==> src/rtl/framing_encoding_pkg.sv <==
// Shared constants and state encoding for the frame serializer and its companion blocks.
package framing_encoding_pkg;

    localparam int         PREAMBLE_BITS   = 32;
    localparam logic [7:0] SFD_BYTE        = 8'hA7;
    localparam int         MAX_FRAME_BYTES = 128;
    localparam int         LEN_BITS        = 7;
    localparam int         PTR_W           = LEN_BITS + 1;

    typedef enum logic [1:0] {
        ST_IDLE,
        ST_PREAMBLE,
        ST_SFD,
        ST_DATA
    } state_t;

endpackage

==> src/rtl/framing_encoding_buffer.sv <==
// 128x8 frame store: one synchronous write port, one asynchronous read port, array not reset.
module framing_buffer
    import framing_encoding_pkg::*;
(
    input  logic                clk,
    input  logic                wr_en,
    input  logic [LEN_BITS-1:0] wr_addr,
    input  logic [7:0]          wr_data,
    input  logic [LEN_BITS-1:0] rd_addr,
    output logic [7:0]          rd_data
);

    logic [7:0] mem [MAX_FRAME_BYTES];

    always_ff @(posedge clk) begin
        if (wr_en) begin
            mem[wr_addr] <= wr_data;
        end
    end

    assign rd_data = mem[rd_addr];

endmodule

==> src/rtl/framing_encoding.sv <==
// Frame serializer: buffers PHR+PSDU bytes, emits preamble, SFD, PHR and PSDU LSB first, one bit per clock.
module framing_encoding
    import framing_encoding_pkg::*;
(
    input  logic       clk,
    input  logic       reset_n,
    input  logic [7:0] phr_psdu_in,
    input  logic       phr_psdu_in_valid,
    output logic       framing_encoding_out,
    output logic       framing_encoding_out_valid
);

    localparam logic [4:0] PRE_LAST  = 5'(PREAMBLE_BITS - 1);
    localparam logic [4:0] BYTE_LAST = 5'd7;

    state_t              state;
    logic [4:0]          bit_cnt;
    logic [LEN_BITS-1:0] byte_idx;
    logic [LEN_BITS-1:0] len_q;
    logic [PTR_W-1:0]    wr_ptr;
    logic [LEN_BITS-1:0] rd_addr;
    logic [7:0]          rd_data;
    logic [7:0]          shift_q;
    logic [7:0]          load_val;
    logic [PTR_W-1:0]    need_cnt;
    logic                wr_en;
    logic                load_en;
    logic                frame_end;

    // Bytes past the 128th are dropped: the pointer saturates at its MSB.
    assign wr_en     = phr_psdu_in_valid && !wr_ptr[PTR_W-1];
    assign rd_addr   = (state == ST_DATA) ? byte_idx + 1'b1 : '0;
    assign need_cnt  = {1'b0, rd_addr};
    assign frame_end = (byte_idx == len_q) || (need_cnt >= wr_ptr);

    framing_buffer u_buffer (
        .clk     (clk),
        .wr_en   (wr_en),
        .wr_addr (wr_ptr[LEN_BITS-1:0]),
        .wr_data (phr_psdu_in),
        .rd_addr (rd_addr),
        .rd_data (rd_data)
    );

    always_comb begin
        load_en  = 1'b0;
        load_val = rd_data;
        case (state)
            ST_PREAMBLE: begin
                load_en  = (bit_cnt == PRE_LAST);
                load_val = SFD_BYTE;
            end
            ST_SFD:  load_en = (bit_cnt == BYTE_LAST);
            ST_DATA: load_en = (bit_cnt == BYTE_LAST) && !frame_end;
            default: load_en = 1'b0;
        endcase
    end

    // Serializing shift register is pure data and carries no reset.
    always_ff @(posedge clk) begin
        shift_q <= load_en ? (load_val >> 1) : (shift_q >> 1);
    end

    always_ff @(posedge clk or negedge reset_n) begin
        if (!reset_n) begin
            state                      <= ST_IDLE;
            bit_cnt                    <= '0;
            byte_idx                   <= '0;
            len_q                      <= '0;
            wr_ptr                     <= '0;
            framing_encoding_out       <= 1'b0;
            framing_encoding_out_valid <= 1'b0;
        end else begin
            if (wr_en) begin
                wr_ptr <= wr_ptr + 1'b1;
            end
            case (state)
                ST_IDLE: begin
                    if (phr_psdu_in_valid) begin
                        state                      <= ST_PREAMBLE;
                        bit_cnt                    <= '0;
                        len_q                      <= phr_psdu_in[LEN_BITS-1:0];
                        framing_encoding_out       <= 1'b0;
                        framing_encoding_out_valid <= 1'b1;
                    end
                end
                ST_PREAMBLE: begin
                    if (bit_cnt == PRE_LAST) begin
                        state                <= ST_SFD;
                        bit_cnt              <= '0;
                        framing_encoding_out <= SFD_BYTE[0];
                    end else begin
                        bit_cnt              <= bit_cnt + 1'b1;
                        framing_encoding_out <= 1'b0;
                    end
                end
                ST_SFD: begin
                    if (bit_cnt == BYTE_LAST) begin
                        state                <= ST_DATA;
                        bit_cnt              <= '0;
                        byte_idx             <= '0;
                        framing_encoding_out <= rd_data[0];
                    end else begin
                        bit_cnt              <= bit_cnt + 1'b1;
                        framing_encoding_out <= shift_q[0];
                    end
                end
                ST_DATA: begin
                    if (bit_cnt == BYTE_LAST) begin
                        bit_cnt <= '0;
                        if (frame_end) begin
                            // Covers both normal completion and underrun abort.
                            state                      <= ST_IDLE;
                            byte_idx                   <= '0;
                            wr_ptr                     <= '0;
                            framing_encoding_out       <= 1'b0;
                            framing_encoding_out_valid <= 1'b0;
                        end else begin
                            byte_idx             <= byte_idx + 1'b1;
                            framing_encoding_out <= rd_data[0];
                        end
                    end else begin
                        bit_cnt              <= bit_cnt + 1'b1;
                        framing_encoding_out <= shift_q[0];
                    end
                end
                default: state <= ST_IDLE;
            endcase
        end
    end

endmodule

==> config.mk <==
export PLATFORM = sky130hd
export DESIGN_NAME = framing_encoding
export DESIGN_NICKNAME = d
export VERILOG_FILES = /design/src/rtl/framing_encoding_pkg.sv /design/src/rtl/framing_encoding_buffer.sv /design/src/rtl/framing_encoding.sv
export SDC_FILE = /design/constraint.sdc
export NUM_CORES = 1
export LEC_CHECK = 0
export BUFFER_PORTS_ARGS = -buffer_cell sky130_fd_sc_hd__buf_2
export CORE_MARGIN = 5
export CORE_UTILIZATION = 32
export DETAILED_ROUTE_END_ITERATION = 12
export PLACE_DENSITY = 0.52
export SETUP_SLACK_MARGIN = 0.5
export SLEW_MARGIN = 20
export SYNTH_ARGS = -nofsm -noshare
export SYNTH_HDL_FRONTEND = slang
export SYNTH_SLANG_ARGS = --single-unit
==> constraint.sdc <==
create_clock -name clk -period 4.5 [get_ports clk]
set_clock_uncertainty 0.1 [all_clocks]
set_input_delay 0.675 -clock clk [delete_from_list [all_inputs] [get_ports clk]]
set_output_delay 0.675 -clock clk [all_outputs]
set_load 0.02 [all_outputs]
==> load_flow_metrics.sql, run 1 <==
INSERT INTO impl_metrics (metric_group, metric, value, unit) VALUES
('critical_path', 'timing.critical_path.buf_inv', '2', ''),
('final_layout', 'fill_cells', '12600', ''),
('synth', 'synth_nets', '2910', ''),
('critical_path', 'worst-path-max-fanout', '24', ''),
('grt', 'gr-usage-all-layers', '17.4', '%'),
('timing', 'finalHoldWorstSlack', '205', 'ps'),
('clocking', 'root_buffer', 'sky130_fd_sc_hd__clkbuf_16', ''),
('final_layout', 'final_core_utilization', '37.0', '%'),
('final_layout', 'layout.nets', '3026', ''),
('grt', 'use_met1', '24.6', '%'),
('timing', 'final_number_of_setup_violating_endpoints', '0', ''),
('critical_path', 'startpoint', 'byte_idx[0]', ''),
('power', 'total_power', '25.5', 'mW'),
('critical_path', 'rr_startpoint', 'byte_idx[0]', ''),
('timing', 'finalCritPeriodShare', '84.6', '%'),
('drt', 'vias', '26200', ''),
('grt', 'number_of_global_route_vias_before_repair', '26000', ''),
('drt', 'drcViolationCount', '0', ''),
('floorplan', 'row_count', '135', ''),
('final_layout', 'diodes', '0', ''),
('floorplan', 'chipHeight', '378', 'um'),
('synth', 'synth-main-ff-cell', 'sky130_fd_sc_hd__edfxtp_1', ''),
('synth', 'commonest_cells_in_the_netlist', '1024 x sky130_fd_sc_hd__edfxtp_1, 393 x sky130_fd_sc_hd__nand2_1, 179 x sky130_fd_sc_hd__nor2_1', ''),
('worst_hold_path', 'worstHoldPathType', 'input pin to flop', ''),
('timing', 'fmaxAchievable', '263', 'MHz'),
('synth', 'number_of_distinct_library_cells_after_synthesis', '72', ''),
('timing', 'final_report_max_slew_violation_count', '0', ''),
('final_layout', 'post_route_cells_drive_above_1_share', '14.2', '%'),
('critical_path', 'worst-endpoint-required', '4990', 'ps'),
('placement', 'gp_congestion', '0.840', ''),
('drt', 'detail_route.wirelength', '126', 'mm'),
('grt', 'grt_antenna_before_repair', '2', ''),
('drt', 'postRouteAntennaNets', '0', ''),
('synth', 'yosys.area.top_type', 'sky130_fd_sc_hd__edfxtp_1', ''),
('timing', 'slew_headroom', '20.5', '%'),
('grt', 'grt_first_pass_wirelength', '185', 'mm'),
('drt', 'drtIter0Drc', '2527', ''),
('synth', 'ys_seq_area_share', '73.1', '%'),
('grt', 'global_route.usage.met2', '28.1', '%'),
('timing', 'timing.final.hold_violations', '0', ''),
('power', 'vdd_ir_drop_max', '0.318', 'mV'),
('timing', 'post-route-worst-setup-slack', '693', 'ps'),
('floorplan', 'core', '135000', 'um2'),
('clocking', 'clock_tree.buffer_depth', '3', ''),
('synth', 'synthesis.yosys.warnings', '0', ''),
('grt', 'gr-max-usage-layer', 'met2', ''),
('final_layout', 'layout-area-overhead-vs-synth', '15.2', '%'),
('critical_path', 'startpoint_type', 'flop', ''),
('synth', 'yosysMostFrequentCell', 'sky130_fd_sc_hd__edfxtp_1', ''),
('placement', 'place.detailed.hpwl', '76.2', 'mm'),
('critical_path', 'slowest_delay', '570', 'ps'),
('grt', 'gr-usage-met3', '2.77', '%'),
('synth', 'synth_cells', '2884', ''),
('grt', 'grt.overflow.total', '0', ''),
('placement', 'placement.io_buffers', '12', ''),
('synth', 'mean_area_per_synthesized_cell', '15.0', 'um2'),
('clocking', 'clock_tree.htree_level_count', '3', ''),
('critical_path', 'path_class', 'flop to flop', ''),
('floorplan', 'floorplan.initialDensity', '32.1', '%'),
('flow_run', 'max-cap-violations', '0', ''),
('placement', 'pre_cts_slack', '616', 'ps'),
('final_layout', 'finish.cell_count_without_fillers', '4872', ''),
('timing', 'max_slew.worst_pin.slew', '1190', 'ps'),
('critical_path', 'crit_slowest_cell', 'sky130_fd_sc_hd__dfrtp_4', ''),
('final_layout', 'postLayoutCellArea', '49900', 'um2'),
('synth', 'netlist_top_cells_area', 'sky130_fd_sc_hd__edfxtp_1 71%, sky130_fd_sc_hd__nand2_1 3.4%, sky130_fd_sc_hd__mux2i_1 3.3%, sky130_fd_sc_hd__a311oi_1 1.9%, sky130_fd_sc_hd__dfrtp_1 1.8%', ''),
('synth', 'postSynth.asyncResetShare', '2.92', '%'),
('power', 'power_density', '512', 'nW/um2'),
('synth', 'count_of_flip_flops_with_a_built_in_enable_after_synthesis', '1024', ''),
('outcome', 'result_of_the_run', 'complete, no violations', ''),
('clocking', 'clk_pin_slew_worst_paths', '70', 'ps');
## area by class of cell
class	count	area (um2)	area share, %
Clock buffer	147	3090	6.19
Clock inverter	57	596	1.19
Inverter	23	106	0.213
Multi-Input combinational cell	1596	10400	20.9
Sequential cell	1062	31700	63.5
Tap cell	1781	2230	4.47
Timing Repair Buffer	206	1780	3.56
## logic make-up after synthesis
family,count (synthesis),synth area share [%]
AO/OA/AOI/OAI,612,10.9
XOR/XNOR,16,0.324
adder cells (fa/ha/maj),15,0.433
buffers and inverters,226,2.93
flip-flops,1062,73.1
multiplexers,168,4.42
AND/OR/NAND/NOR,785,7.94
## sequential cells by signal, indices dropped and copies added (netlist names)
register,flops
bit_cnt,5
byte_idx,7
framing_encoding_out,1
framing_encoding_out_valid,1
len_q,7
shift_q,7
state,2
u_buffer.mem,1024
wr_ptr,8
## report_power, final
group / internal, mW / switching [mW]
Clock: 5.48 / 3.81
Sequential: 11.1 / 0.170
Combinational: 1.60 / 3.40
Total: 18.2 / 7.39
## per-layer routing
layer | share of wire (%) | wire [um] | up-vias
li1 | - | - | 11600
met1 | 44 | 55800 | 13500
met2 | 47 | 58900 | 899
met3 | 6.5 | 8220 | 170
met4 | 2.5 | 3140 | 2
met5 | 0.0056 | 7 | -
## worst paths after layout
kind	cells past startpoint	to	slack, ps
setup / recovery	10	framing_encoding_out	690
hold / removal	1	u_buffer.mem[100][6]	210
setup reg to reg	10	framing_encoding_out	690
hold reg to reg	2	shift_q[1]	330
max in group asynchronous	2	byte_idx[0]	3060
min in group asynchronous	2	len_q[0]	620
## layout by cell type (no fill, tap or decap), types with 47 or more instances in the layout
cell type                   instances
sky130_fd_sc_hd__edfxtp_1        1024
sky130_fd_sc_hd__nand2_1          392
sky130_fd_sc_hd__buf_4            182
sky130_fd_sc_hd__nor2_1           179
sky130_fd_sc_hd__mux2i_1          143
sky130_fd_sc_hd__clkbuf_16        115
sky130_fd_sc_hd__a211oi_1          94
sky130_fd_sc_hd__a311oi_1          93
sky130_fd_sc_hd__and2_1            74
sky130_fd_sc_hd__o22ai_1           53
sky130_fd_sc_hd__a221oi_1          48
sky130_fd_sc_hd__nand3_1           47
## timing repair
item                                    4_1_cts  5_1_grt
endpoints found under the setup margin        0        5
gates resized for setup                       0        1
buffers inserted                              0        3
hold buffers                                  1        0
hold endpoints to repair                     31        0
Power figures use the tool's default switching activity.
==> run 2: changes to the inputs <==
- PLACE_DENSITY: 0.52 -> 0.53
- clock period: 4.5 -> 3.41 ns (I/O delays scaled with it)
==> run 2 against run 1 <==
Against the previous run:
- fmax is 19% higher
- global-route usage up 0.62 points
- non-clock buffer count up 193
- critical path depth up 2
- design area grew 6.6%
- clock power increased by 26%
- utilization grew 2.4 points
- via count increased by 5.2%
- die area unchanged
- wire length rose by 7.4%
- sequential share of layout area shrank 3.9 points
- first-iteration DRC count increased by 21%
- largest power group unchanged
==> load_flow_metrics.sql, run 2 (synthesis gave the netlist of run 1 again) <==
INSERT INTO impl_metrics (metric_group, metric, value, unit) VALUES
('floorplan', 'core', '135000', 'um2'),
('critical_path', 'startpoint_type', 'flop', ''),
('drt', 'drtIter0Drc', '3058', ''),
('critical_path', 'path_class', 'flop to flop', ''),
('clocking', 'clock_tree.htree_level_count', '3', ''),
('clocking', 'worstSkewPairLatency', '700', 'ps'),
('timing', 'fin_setup_tns', '0', 'ps'),
('floorplan', 'floorplan.io_pins', '13', ''),
('worst_hold_path', 'worstHoldPathType', 'input pin to flop', ''),
('critical_path', 'worst-endpoint-required', '3890', 'ps'),
('clocking', 'tritoncts', 'built', ''),
('clocking', 'tritoncts_buffer_count', '110', ''),
('critical_path', 'endpoint_arrival_time_on_the_critical_path', '3690', 'ps'),
('grt', 'gr-usage-all-layers', '18.0', '%'),
('timing', 'min_period', '3210', 'ps'),
('grt', 'number_of_global_route_vias_before_repair', '26400', ''),
('timing', 'slew_headroom', '22.7', '%'),
('final_layout', 'largest_registers', 'u_buffer.mem (1024), wr_ptr (8)', ''),
('floorplan', 'die_width', '378', 'um'),
('power', 'power.leakage', '17.1', 'nW'),
('drt', 'detail_route.vias_per_cell', '5.43', ''),
('final_layout', 'postLayoutCellArea', '53200', 'um2'),
('drt', 'vias', '27500', ''),
('final_layout', 'registers.top_by_ff_count', 'u_buffer.mem', ''),
('timing', 'grt_setup_unrepaired', 'true', ''),
('placement', 'placement.io_buffers', '12', ''),
('final_layout', 'finish.cell_count_without_fillers', '5065', ''),
('clocking', 'num_clock_sinks', '1062', ''),
('power', 'total_power', '35.0', 'mW'),
('drt', 'detail_route.wirelength', '135', 'mm'),
('power', 'vdd_ir_drop_max', '0.405', 'mV'),
('timing', 'max_slew.worst_pin.slew', '1150', 'ps'),
('floorplan', 'row_count', '135', ''),
('floorplan', 'chipHeight', '378', 'um'),
('grt', 'grt_max_degree', '73', ''),
('timing', 'finalCritPeriodShare', '94.2', '%'),
('outcome', 'result_of_the_run', 'complete, no violations', ''),
('final_layout', 'fill_cells', '12400', ''),
('drt', 'drcViolationCount', '0', ''),
('placement', 'place.detailed.hpwl', '80.9', 'mm'),
('final_layout', 'most-common-layout-cells', '1024 x sky130_fd_sc_hd__edfxtp_1, 389 x sky130_fd_sc_hd__nand2_1, 300 x sky130_fd_sc_hd__buf_4', ''),
('final_layout', 'layout.cells.most_common', 'sky130_fd_sc_hd__edfxtp_1', ''),
('final_layout', 'post_route_cells_drive_above_1_share', '22.9', '%'),
('placement', 'numPlacedInstances', '4801', ''),
('drt', 'drtPass1Iterations', '6', ''),
('final_layout', 'largest_register_ffs', '1024', ''),
('timing', 'fmaxAchievable', '311', 'MHz'),
('grt', 'grt_antenna_before_repair', '3', ''),
('floorplan', 'dieArea', '143000', 'um2'),
('timing', 'timing.final.hold_violations', '0', ''),
('timing', 'final_number_of_setup_violating_endpoints', '0', ''),
('clocking', 'clock_tree.buffer_depth', '3', ''),
('drt', 'post_drt_wl_per_cell', '26.7', 'um'),
('final_layout', 'layout-area-overhead-vs-synth', '22.8', '%'),
('flow_run', 'max-cap-violations', '0', ''),
('critical_path', 'cp-end-kind', 'flop', ''),
('drt', 'postRouteAntennaNets', '0', ''),
('final_layout', 'layout.nets', '3218', ''),
('clocking', 'root_buffer', 'sky130_fd_sc_hd__clkbuf_16', ''),
('placement', 'gp_congestion', '0.865', ''),
('grt', 'grt_first_pass_wirelength', '189', 'mm'),
('grt', 'grt.overflow.total', '0', ''),
('power', 'power_density', '658', 'nW/um2'),
('placement', 'postPlaceCellArea', '47600', 'um2'),
('clocking', 'clk_pin_slew_worst_paths', '60', 'ps'),
('timing', 'final_report_max_slew_violation_count', '0', ''),
('floorplan', 'floorplan.initialDensity', '32.1', '%'),
('critical_path', 'worst-path-max-fanout', '17', '');
run 2: worst paths after layout:
path / end / start / cells after the start / slack, ps
max: shift_q[4] / byte_idx[0] / 12 / 200
min: u_buffer.mem[126][6] / phr_psdu_in[6] / 1 / 100
max reg2reg: shift_q[4] / byte_idx[0] / 12 / 200
min reg2reg: shift_q[0] / shift_q[1] / 2 / 340
max in group asynchronous: byte_idx[0] / reset_n / 2 / 2160
min in group asynchronous: bit_cnt[2] / reset_n / 2 / 440
run 2: where the power goes:
part           total (mW)  switching [mW]  leakage (nW)  internal, mW
sequential           14.8           0.208          9.64          14.6
clock                11.7            5.06          1.71          6.62
combinational        8.51            5.20          5.78          3.30
run 2: layout make-up:
class                   instances  area, um2  area share, %
flip-flops and latches       1062      31700           59.6
multi-input cells            1596      11400           21.3
repair buffers                399       4310           8.11
clock buffers                 134       2880           5.42
well taps                    1781       2230           4.19
clock inverters                69        594           1.12
inverters                      23        136          0.256
diodes                          1       2.50        0.00471
run 2: metal layers:
layer	track usage (%)	routed length, um	vias up
met5	0	0	-
met4	5.60	4060	0
met3	3.04	9670	205
met2	28.9	63100	1086
met1	25.3	58700	14200
li1	-	-	12000
run 2: metrics by stage:
step,util [%],worst slack [ps],hold WS [ps]
finish,39.4,199,99.6
global route,39.4,114,80.4
CTS,38.6,293,54.3
detailed placement,35.3,-170,323
global placement,35.3,-191,318
floorplan,-,198,116
run 2: critical path: stages, from the launching register on:
cell,delay [ps]
sky130_fd_sc_hd__dfrtp_4,550
sky130_fd_sc_hd__ha_4,410
sky130_fd_sc_hd__nand2_8,120
sky130_fd_sc_hd__buf_16,190
sky130_fd_sc_hd__buf_12,150
sky130_fd_sc_hd__buf_6,170
sky130_fd_sc_hd__a211oi_2,250
sky130_fd_sc_hd__a311oi_2,100
sky130_fd_sc_hd__o311ai_2,350
sky130_fd_sc_hd__o311ai_1,210
sky130_fd_sc_hd__buf_4,190
sky130_fd_sc_hd__nand3_1,170
sky130_fd_sc_hd__a32oi_1,120
run 2: what timing repair did:
action,4_1_cts,5_1_grt
endpoints found under the hold margin,31,0
buffers inserted,18,19
hold buffers,1,0
cloned,9,13
setup endpoints to repair,20,26
resized for setup,131,102
pin swaps,26,33
